--- src/rtl/err_scrub_ctrl_if.sv ---
// Bus bundle for err_scrub_ctrl: error flags and scrub handshake in,
// resync requests and status out.
interface err_scrub_ctrl_if #(
   parameter int N_SRC = 4,
   parameter int CNT_W = 8
);
   logic [N_SRC-1:0] err_i;
   logic             scrub_en_i;
   logic             scrub_ack_i;
   logic             clr_i;
   logic [N_SRC-1:0] scrub_o;
   logic [N_SRC-1:0] pending_o;
   logic [CNT_W-1:0] err_cnt_o;
   logic             fail_o;
   logic             busy_o;
   logic             err_o;

   modport master (
      output err_i, scrub_en_i, scrub_ack_i, clr_i,
      input  scrub_o, pending_o, err_cnt_o, fail_o, busy_o, err_o
   );

   modport slave (
      input  err_i, scrub_en_i, scrub_ack_i, clr_i,
      output scrub_o, pending_o, err_cnt_o, fail_o, busy_o, err_o
   );
endinterface

--- src/rtl/err_scrub_ctrl.sv ---
// Error scrub controller: latches per-instance error flags, grants resync
// requests round-robin one at a time, and tracks event count and timeouts.
module err_scrub_ctrl #(
   parameter int N_SRC   = 4,
   parameter int CNT_W   = 8,
   parameter int TMO_CYC = 15
) (
   input  logic          clk_i,
   input  logic          rst_i,
   err_scrub_ctrl_if.slave bus
);
   localparam int IDX_W = $clog2(N_SRC);
   localparam int SW    = IDX_W + 1;
   localparam int TMO_W = $clog2(TMO_CYC + 1);

   typedef enum logic [1:0] {
      ST_IDLE  = 2'd0,
      ST_SCRUB = 2'd1,
      ST_COOL  = 2'd2
   } state_t;

   state_t           state_q, state_d;
   logic [N_SRC-1:0] pending_q, pending_d;
   logic [CNT_W-1:0] cnt_q, cnt_d;
   logic             fail_q, fail_d;
   logic [TMO_W-1:0] tmo_q, tmo_d;
   logic [IDX_W-1:0] last_q, last_d;
   logic [IDX_W-1:0] grant_q, grant_d;

   logic [N_SRC-1:0] grant_oh;
   logic [N_SRC-1:0] ack_mask;
   logic [N_SRC-1:0] rise;
   logic [IDX_W-1:0] sel_idx;
   logic             sel_vld;
   logic             ack_clr;
   logic             timeout;

   genvar gi;
   generate
      for (gi = 0; gi < N_SRC; gi++) begin : g_bit
         assign grant_oh[gi] = (grant_q == IDX_W'(gi));
         assign ack_mask[gi] = ack_clr & grant_oh[gi];
         // Set wins over the ack clear when both hit the same bit.
         assign pending_d[gi] = (pending_q[gi] & ~ack_mask[gi]) | bus.err_i[gi];
         assign rise[gi]      = pending_d[gi] & ~pending_q[gi];
      end
   endgenerate

   // Round-robin search starting just above the last served instance.
   always_comb begin
      logic [SW-1:0] pos;
      pos     = '0;
      sel_idx = '0;
      sel_vld = 1'b0;
      for (int k = 0; k < N_SRC; k++) begin
         pos = {1'b0, last_q} + SW'(k + 1);
         if (pos >= SW'(N_SRC)) begin
            pos = pos - SW'(N_SRC);
         end
         if (!sel_vld && pending_q[pos[IDX_W-1:0]]) begin
            sel_vld = 1'b1;
            sel_idx = pos[IDX_W-1:0];
         end
      end
   end

   always_comb begin
      state_d = state_q;
      grant_d = grant_q;
      last_d  = last_q;
      tmo_d   = tmo_q;
      ack_clr = 1'b0;
      timeout = 1'b0;
      case (state_q)
         ST_IDLE: begin
            if (bus.scrub_en_i && sel_vld) begin
               state_d = ST_SCRUB;
               grant_d = sel_idx;
               tmo_d   = '0;
            end
         end
         ST_SCRUB: begin
            tmo_d = tmo_q + TMO_W'(1);
            if (bus.scrub_ack_i) begin
               ack_clr = 1'b1;
               last_d  = grant_q;
               state_d = ST_COOL;
            end else if (tmo_q == TMO_W'(TMO_CYC - 1)) begin
               timeout = 1'b1;
               last_d  = grant_q;
               state_d = ST_COOL;
            end
         end
         ST_COOL: begin
            state_d = ST_IDLE;
         end
         default: begin
            state_d = ST_IDLE;
         end
      endcase
   end

   always_comb begin
      cnt_d  = cnt_q;
      fail_d = fail_q;
      if (bus.clr_i) begin
         cnt_d  = '0;
         fail_d = 1'b0;
      end else begin
         if ((|rise) && (cnt_q != {CNT_W{1'b1}})) begin
            cnt_d = cnt_q + CNT_W'(1);
         end
         if (timeout) begin
            fail_d = 1'b1;
         end
      end
   end

   always_ff @(posedge clk_i or posedge rst_i) begin
      if (rst_i) begin
         state_q   <= ST_IDLE;
         pending_q <= '0;
         cnt_q     <= '0;
         fail_q    <= 1'b0;
         tmo_q     <= '0;
         last_q    <= IDX_W'(N_SRC - 1);
         grant_q   <= '0;
      end else begin
         state_q   <= state_d;
         pending_q <= pending_d;
         cnt_q     <= cnt_d;
         fail_q    <= fail_d;
         tmo_q     <= tmo_d;
         last_q    <= last_d;
         grant_q   <= grant_d;
      end
   end

   assign bus.scrub_o   = (state_q == ST_SCRUB) ? grant_oh : '0;
   assign bus.pending_o = pending_q;
   assign bus.err_cnt_o = cnt_q;
   assign bus.fail_o    = fail_q;
   assign bus.busy_o    = (state_q != ST_IDLE);
   assign bus.err_o     = (|pending_q) | fail_q;
endmodule

--- src/flat_wrapper.sv ---
// flat-port wrapper written by rule: the top's interface ports become plain ports
module err_scrub_ctrl_flat 
#(
   parameter int N_SRC   = 4,
   parameter int CNT_W   = 8,
   parameter int TMO_CYC = 15
)
  (clk_i, rst_i, bus_err_i, bus_scrub_en_i, bus_scrub_ack_i, bus_clr_i, bus_scrub_o, bus_pending_o, bus_err_cnt_o, bus_fail_o, bus_busy_o, bus_err_o);
  err_scrub_ctrl_if #(.N_SRC(N_SRC), .CNT_W(CNT_W)) bus_i ();
  input  logic clk_i;
  input  logic rst_i;
  input wire logic [$bits(bus_i.err_i)-1:0] bus_err_i;
  input wire logic [$bits(bus_i.scrub_en_i)-1:0] bus_scrub_en_i;
  input wire logic [$bits(bus_i.scrub_ack_i)-1:0] bus_scrub_ack_i;
  input wire logic [$bits(bus_i.clr_i)-1:0] bus_clr_i;
  output wire logic [$bits(bus_i.scrub_o)-1:0] bus_scrub_o;
  output wire logic [$bits(bus_i.pending_o)-1:0] bus_pending_o;
  output wire logic [$bits(bus_i.err_cnt_o)-1:0] bus_err_cnt_o;
  output wire logic [$bits(bus_i.fail_o)-1:0] bus_fail_o;
  output wire logic [$bits(bus_i.busy_o)-1:0] bus_busy_o;
  output wire logic [$bits(bus_i.err_o)-1:0] bus_err_o;
  assign bus_i.err_i = bus_err_i;
  assign bus_i.scrub_en_i = bus_scrub_en_i;
  assign bus_i.scrub_ack_i = bus_scrub_ack_i;
  assign bus_i.clr_i = bus_clr_i;
  assign bus_scrub_o = bus_i.scrub_o;
  assign bus_pending_o = bus_i.pending_o;
  assign bus_err_cnt_o = bus_i.err_cnt_o;
  assign bus_fail_o = bus_i.fail_o;
  assign bus_busy_o = bus_i.busy_o;
  assign bus_err_o = bus_i.err_o;
  err_scrub_ctrl #(.N_SRC(N_SRC), .CNT_W(CNT_W), .TMO_CYC(TMO_CYC)) u_core (.clk_i(clk_i), .rst_i(rst_i), .bus(bus_i));
endmodule
--- config.mk ---
export PLATFORM = sky130hd
export DESIGN_NAME = err_scrub_ctrl_flat
export DESIGN_NICKNAME = d
export VERILOG_FILES = /design/src/rtl/err_scrub_ctrl_if.sv /design/src/rtl/err_scrub_ctrl.sv /design/src/flat_wrapper.sv
export SDC_FILE = /design/constraint.sdc
export NUM_CORES = 1
export LEC_CHECK = 0
export CAP_MARGIN = 40
export CORE_ASPECT_RATIO = 1.25
export CORE_MARGIN = 2
export CORE_UTILIZATION = 25
export CTS_CLUSTER_DIAMETER = 80
export CTS_CLUSTER_SIZE = 12
export DETAILED_ROUTE_END_ITERATION = 10
export GPL_TIMING_DRIVEN = 0
export PLACE_DENSITY = 0.54
export SLEW_MARGIN = 30
export SYNTH_ARGS = -nofsm -noshare
export SYNTH_HDL_FRONTEND = slang
export SYNTH_SLANG_ARGS = --single-unit
export TNS_END_PERCENT = 10
--- constraint.sdc ---
create_clock -name clk_i -period 2.9 [get_ports clk_i]
set_clock_uncertainty 0.2 [all_clocks]
set_input_delay 0.58 -clock clk_i [delete_from_list [all_inputs] [get_ports clk_i]]
set_output_delay 0.58 -clock clk_i [all_outputs]
set_load 0.01 [all_outputs]
==> flow_metrics.env, run 1 <==
export IMPL_status="completed"
export IMPL_synthToLayoutAreaGrowth_pct=32.5
export IMPL_grt_first_pass_wirelength_um=4970
export IMPL_grt_overflow_total=0
export IMPL_fin_nets=174
export IMPL_cap_violations=0
export IMPL_p_seq_frac=0.452
export IMPL_grt_max_degree=17
export IMPL_min_period_over_period=0.969
export IMPL_netlist_area_leader_share=0.427
export IMPL_dr_pass1_iters=4
export IMPL_swShare=0.333
export IMPL_slew_headroom=0.722
export IMPL_worst_pin_slew_ns=0.417
export IMPL_ant_nets=0
export IMPL_yosys_top_cells_area="dfrtp_1, dfstp_2, a21oi_1, nor2_1, ha_1"
export IMPL_setup_viol=0
export IMPL_ys_types=42
export IMPL_peakVddDrop_v=0.000160
export IMPL_hold_ws_ns=0.345
export IMPL_max_clock_freq_mhz=356
export IMPL_hold_class="reg -> reg"
export IMPL_clock_sinks=23
export IMPL_async_flop_share=1.00
export IMPL_grtUsageTotal=0.118
export IMPL_pwr_share_clk=0.202
export IMPL_drtIter0Drc=91
export IMPL_drc=0
export IMPL_finalHoldViolations=0
export IMPL_r2r_slack_ns=1.03
export IMPL_synth_area_leader_cell="dfrtp_1"
export IMPL_syn_cell_area_um2=1230
export IMPL_fillers=515
export IMPL_p_sw_uw=331
export IMPL_fin_setup_tns_ns=0
export IMPL_place_congestion=0.764
export IMPL_cp_arrival_ns=2.03
export IMPL_synth_edf_count=0
export IMPL_start_util=0.260
export IMPL_leakage_nw=0.652
export IMPL_antenna_cells=0
export IMPL_drive_above_1_share=0.0994
export IMPL_avgSynthCellArea_um2=9.47
export IMPL_die_h_um=82.5
export IMPL_core_um2=4730
export IMPL_final_util=0.345
export IMPL_cts_root_buf="clkbuf_8"
export IMPL_p_comb_frac=0.346
export IMPL_netlist_instances=130
export IMPL_synth_flop_cell="dfrtp_1"
export IMPL_wirelength_um=2880
export IMPL_wl_per_cell_um=13.0
export IMPL_worstPathRequired_ns=2.12
export IMPL_ys_seq_elements=23
export IMPL_synth_nets=142
export IMPL_layout_min_cycle_time_ns=2.81
export IMPL_insertion_delay_ns=0.26
export IMPL_clkSlewWorstSetupHoldPaths_ns=0.08
export IMPL_vias=1050
export IMPL_die_area_um2=5510
export IMPL_ys_seq_area_frac=0.470
export IMPL_ys_warn_count=0
export IMPL_grt_pass1_vias=1071
export IMPL_htree_num_levels=1
export IMPL_worstSetupStartpointType="flop"
export IMPL_finalMaxSlewViolations=0
export IMPL_end_kind="primary output"
export IMPL_dp_hpwl_um=2240
export IMPL_clk_path_buf_depth=2
export IMPL_hold_buffers=0
export IMPL_io_pins=28
export IMPL_internal_power_uw=662
export IMPL_path_max_fanout=7
export IMPL_portBuffers=26
export IMPL_p_per_area_nw_per_um2=608
export IMPL_rsz0062_at_grt="no"
export IMPL_crit_type="reg -> out"
export IMPL_routed_via_density=4.75
export IMPL_antenna_found_initial=0
export IMPL_cts_made_buffers=3
export IMPL_row_count=28
export IMPL_cts_tree="yes"
export IMPL_fp_dieW_um=66.8
-- through the flow --
stage	cells	power, mW	cell area [µm²]	worst slack, ns
4_1_cts	221	1.01	1630	0.0160
3_5_place_dp	217	0.805	1580	0.315
2_1_floorplan	130	0.674	1230	0.821
6_report	221	0.992	1630	0.0885
3_3_place_gp	216	0.784	1570	0.331
5_1_grt	221	1.08	1630	0.0316
-- critical path: stages, from the launching register on --
cell             delay [ns]
dfrtp_2                0.46
or4_4                  0.56
or2_2                  0.28
clkdlybuf4s50_1        0.47
-- cells in the mapped netlist, types with 4 or more instances --
cell type / count
nand2b_1: 5
inv_1: 6
o31ai_1: 4
dfrtp_1: 21
nor2_1: 11
a21oi_1: 9
o21ai_0: 4
nand2_1: 9
or4_1: 5
nand3_1: 7
-- cells in the final DEF, fill, tap and decap left out, types with 4 or more instances in the layout --
cell / n
a21oi_1: 9
clkdlybuf4s50_1: 26
dfrtp_1: 20
inv_1: 6
nand2_1: 9
nand2b_1: 5
nand3_1: 7
nor2_1: 11
o21ai_0: 4
o31ai_1: 4
or4_1: 4
-- worst paths after layout --
path                                                startpoint                                  end  cells past startpoint
setup / recovery             u_core.bus.pending_o[1]$_DFF_PP0_                            bus_err_o                      3
hold / removal                     u_core.tmo_q[0]$_DFFE_PP0P_          u_core.tmo_q[0]$_DFFE_PP0P_                      1
setup reg to reg           u_core.bus.err_cnt_o[0]$_DFFE_PP0P_  u_core.bus.err_cnt_o[5]$_DFFE_PP0P_                      5
hold reg to reg                    u_core.tmo_q[0]$_DFFE_PP0P_          u_core.tmo_q[0]$_DFFE_PP0P_                      1
max in group asynchronous                                rst_i         u_core.last_q[1]$_DFFE_PP1P_                      3
min in group asynchronous                                rst_i  u_core.bus.err_cnt_o[5]$_DFFE_PP0P_                      2
-- cell type report --
cell class / count / area (µm²) / area share
inverters: 7 / 26.3 / 0.0161
repair buffers: 27 / 275 / 0.169
multi-input cells: 95 / 603 / 0.370
flip-flops and latches: 23 / 579 / 0.355
plain buffers: 5 / 27.5 / 0.0169
well taps: 60 / 75.1 / 0.0460
clock buffers: 4 / 45.0 / 0.0276
-- power groups by stage --
stage          logic (mW)  registers [mW]  clock network [mW]
2_1_floorplan       0.229           0.445                   0
3_5_place_dp        0.349           0.456                   0
4_1_cts             0.350           0.450               0.210
3_3_place_gp        0.335           0.449                   0
5_1_grt             0.392           0.463               0.228
6_report            0.343           0.449               0.200
-- registers in the layout, summed over array words and instances (netlist names) --
register              flops
u_core.bus.err_cnt_o      8
u_core.bus.fail_o         1
u_core.bus.pending_o      4
u_core.grant_q            2
u_core.last_q             2
u_core.state_q            2
u_core.tmo_q              4
-- what timing repair did --
action                     4_1_cts  5_1_grt
setup endpoints to repair        0        1
resized for setup                0        2
setup buffers                    0        0
-- logic make-up (layout without fill, tap and decap cells) --
| group | Yosys count | count (layout) | share of synthesized area |
|---|---|---|---|
| and+or+nand+nor | 55 | 55 | 0.240 |
| adders and majority gates | 3 | 3 | 0.0305 |
| buffers and inverters | 12 | 43 | 0.0437 |
| AOI/OAI and AO/OA | 31 | 31 | 0.167 |
| muxes | 4 | 4 | 0.0356 |
| DFF | 23 | 23 | 0.470 |
| xor gates and xnor gates | 2 | 2 | 0.0142 |
-- layer usage --
layer,up-vias,wire (µm),GRT usage
li1,530,-,-
met1,492,1240,0.138
met2,24,1470,0.215
met3,4,136,0.0230
met4,0,23,0.0367
met5,-,0,0
Note: power is estimated with default switching activity, not from simulation.
==> run 2, diff against run 1 <==
CAP_MARGIN = 0   (was 40)
CORE_ASPECT_RATIO = 2   (was 1.25)
==> run 2 against run 1 <==
Net effect: core utilization fell by 0.85 points; flip-flop and latch count did not move; global-route usage rose by 1.0 points; combinational power rose by 4%; register-to-register slack got worse by 0.09 ns; highest routed layer unchanged; fmax fell by 0.84%; via count rose by 3.3%; clock-buffer cell count fell by 1; sequential power barely moved; clock power barely moved; routed wire length rose by 9.3%; design area fell by 0.61%.
==> flow_metrics.env, run 2 (synthesis gave the netlist of run 1 again) <==
export IMPL_place_ws_ns=0.231
export IMPL_grtUsageTotal=0.128
export IMPL_rsz0062_at_grt="no"
export IMPL_insertion_delay_ns=0.26
export IMPL_die_h_um=103
export IMPL_antenna_found_initial=0
export IMPL_finalHoldViolations=0
export IMPL_reg2reg_from="u_core.bus.pending_o[1]$_DFF_PP0_"
export IMPL_final_util=0.336
export IMPL_p_per_area_nw_per_um2=620
export IMPL_final_cell_mix="clkdlybuf4s50_1, dfrtp_1, nor2_1"
export IMPL_slew_headroom=0.670
export IMPL_min_period_over_period=0.978
export IMPL_total_power_mw=1.00
export IMPL_multi_input_area_um2=603
export IMPL_hold_buffers=0
export IMPL_place_congestion=0.810
export IMPL_dr_pass1_iters=4
export IMPL_crit_type="reg -> out"
export IMPL_clkSlewWorstSetupHoldPaths_ns=0.08
export IMPL_seq_area_um2=579
export IMPL_wl_per_cell_um=14.4
export IMPL_cts_made_buffers=3
export IMPL_place_area_um2=1560
export IMPL_grt_overflow_total=0
export IMPL_synthToLayoutAreaGrowth_pct=31.7
export IMPL_io_pins=28
export IMPL_wirelength_um=3150
export IMPL_layout_min_cycle_time_ns=2.84
export IMPL_start_util=0.255
export IMPL_layout_setup_ws_ns=0.0647
export IMPL_slowest_stage="or4_4"
export IMPL_leakage_nw=0.650
export IMPL_drive_above_1_share=0.112
export IMPL_top_usage_layer="met2"
export IMPL_portBuffers=26
export IMPL_end_kind="primary output"
export IMPL_path_max_fanout=8
export IMPL_use_met3=0.0101
export IMPL_path_cells="or4_4 > or2_2 > clkdlybuf4s50_1"
export IMPL_clk_path_buf_depth=2
export IMPL_vias=1085
export IMPL_worstSetupStartpointType="flop"
export IMPL_ant_nets=0
export IMPL_max_clock_freq_mhz=353
export IMPL_grt_pass1_vias=1117
export IMPL_row_count=36
export IMPL_setup_worst_path_end="bus_err_o"
export IMPL_clock_sinks=23
export IMPL_r2r_slack_ns=0.94
export IMPL_finalMaxSlewViolations=0
export IMPL_dp_hpwl_um=2490
export IMPL_fin_setup_tns_ns=0
export IMPL_max_stage_delay_ns=0.55
export IMPL_setup_viol=0
export IMPL_largest_reg_flops=8
export IMPL_fin_nets=174
export IMPL_cp_arrival_ns=2.06
export IMPL_peakVddDrop_v=0.000334
export IMPL_drtIter0Drc=23
export IMPL_status="completed"
export IMPL_htree_num_levels=1
export IMPL_grt_util_met1=0.127
export IMPL_fin_area_um2=1620
export IMPL_cts_root_buf="clkbuf_8"
export IMPL_antenna_cells=0
export IMPL_hold_class="reg -> reg"
export IMPL_fp_dieW_um=53.6
export IMPL_grt_max_degree=24
export IMPL_core_um2=4820
export IMPL_worstPathRequired_ns=2.12
export IMPL_routed_via_density=4.98
export IMPL_drc=0
export IMPL_mostFrequentLayoutCell="clkdlybuf4s50_1"
export IMPL_grt_use_met2=0.250
export IMPL_worst_pin_slew_ns=0.494
export IMPL_fillers=499
export IMPL_die_area_um2=5540
export IMPL_crit_start="u_core.bus.pending_o[3]$_DFF_PP0_"
export IMPL_cap_violations=0
export IMPL_cts_tree="yes"
export IMPL_r2r_cells=5
export IMPL_r2r_end="u_core.bus.err_cnt_o[5]$_DFFE_PP0P_"
export IMPL_grt_first_pass_wirelength_um=5170
==> run 2: cell types whose count changed in the layout (fill, tap and decap cells not counted) <==
cell,previous run,this run
inv_1,6,5
inv_2,0,1
buf_8,1,0
buf_4,0,1
clkinv_2,0,1
clkbuf_1,3,2
==> run 2: layer usage <==
metal  vias up  wire (µm)
met5         -          0
met4         0         61
met3         6         61
met2        24       1910
met1       527       1110
li1        528          -
==> run 2: timing repair <==
item                       CTS  global route
buffers inserted             0             1
setup endpoints to repair    1             1
pin swaps                    0             0
gates resized for setup      1             1
==> run 2: cell type report <==
cell class / count / area share
multi-input cells: 95 / 0.372
flip-flops and latches: 23 / 0.357
repair buffers: 27 / 0.165
well taps: 57 / 0.0440
clock buffers: 3 / 0.0255
plain buffers: 5 / 0.0170
inverters: 7 / 0.0162
clock inverters: 1 / 0.00309
==> run 2: how the worst min path moves through the flow <==
stage	start	end	slack [ns]	cells after the start
after floorplan	u_core.tmo_q[0]$_DFFE_PP0P_	u_core.tmo_q[0]$_DFFE_PP0P_	0.29	1
after global placement	u_core.bus.fail_o$_DFFE_PP0P_	u_core.bus.fail_o$_DFFE_PP0P_	0.30	2
after detailed placement	u_core.bus.fail_o$_DFFE_PP0P_	u_core.bus.fail_o$_DFFE_PP0P_	0.32	2
after CTS	u_core.bus.fail_o$_DFFE_PP0P_	u_core.bus.fail_o$_DFFE_PP0P_	0.34	2
after global routing	u_core.bus.fail_o$_DFFE_PP0P_	u_core.bus.fail_o$_DFFE_PP0P_	0.36	2
final	u_core.bus.fail_o$_DFFE_PP0P_	u_core.bus.fail_o$_DFFE_PP0P_	0.33	2
==> run 2: where the power goes <==
part	internal (mW)	total, mW	switching (mW)
clock	0.0959	0.199	0.103
combinational	0.173	0.356	0.183
sequential	0.392	0.449	0.0574
==> run 2: per-stage QoR <==
step	std cells	hold slack, ns
after floorplan	130	0.295
after global placement	213	0.304
after detailed placement	213	0.317
after CTS	217	0.337
after global routing	218	0.357
final	218	0.327
==> run 2: worst max-delay path: cells and delay by family (launching register included) <==
kind | cells | cell delay, ns
AND/OR/NAND/NOR | 2 | 0.84
buffers and inverters | 1 | 0.48
flip-flops | 1 | 0.47
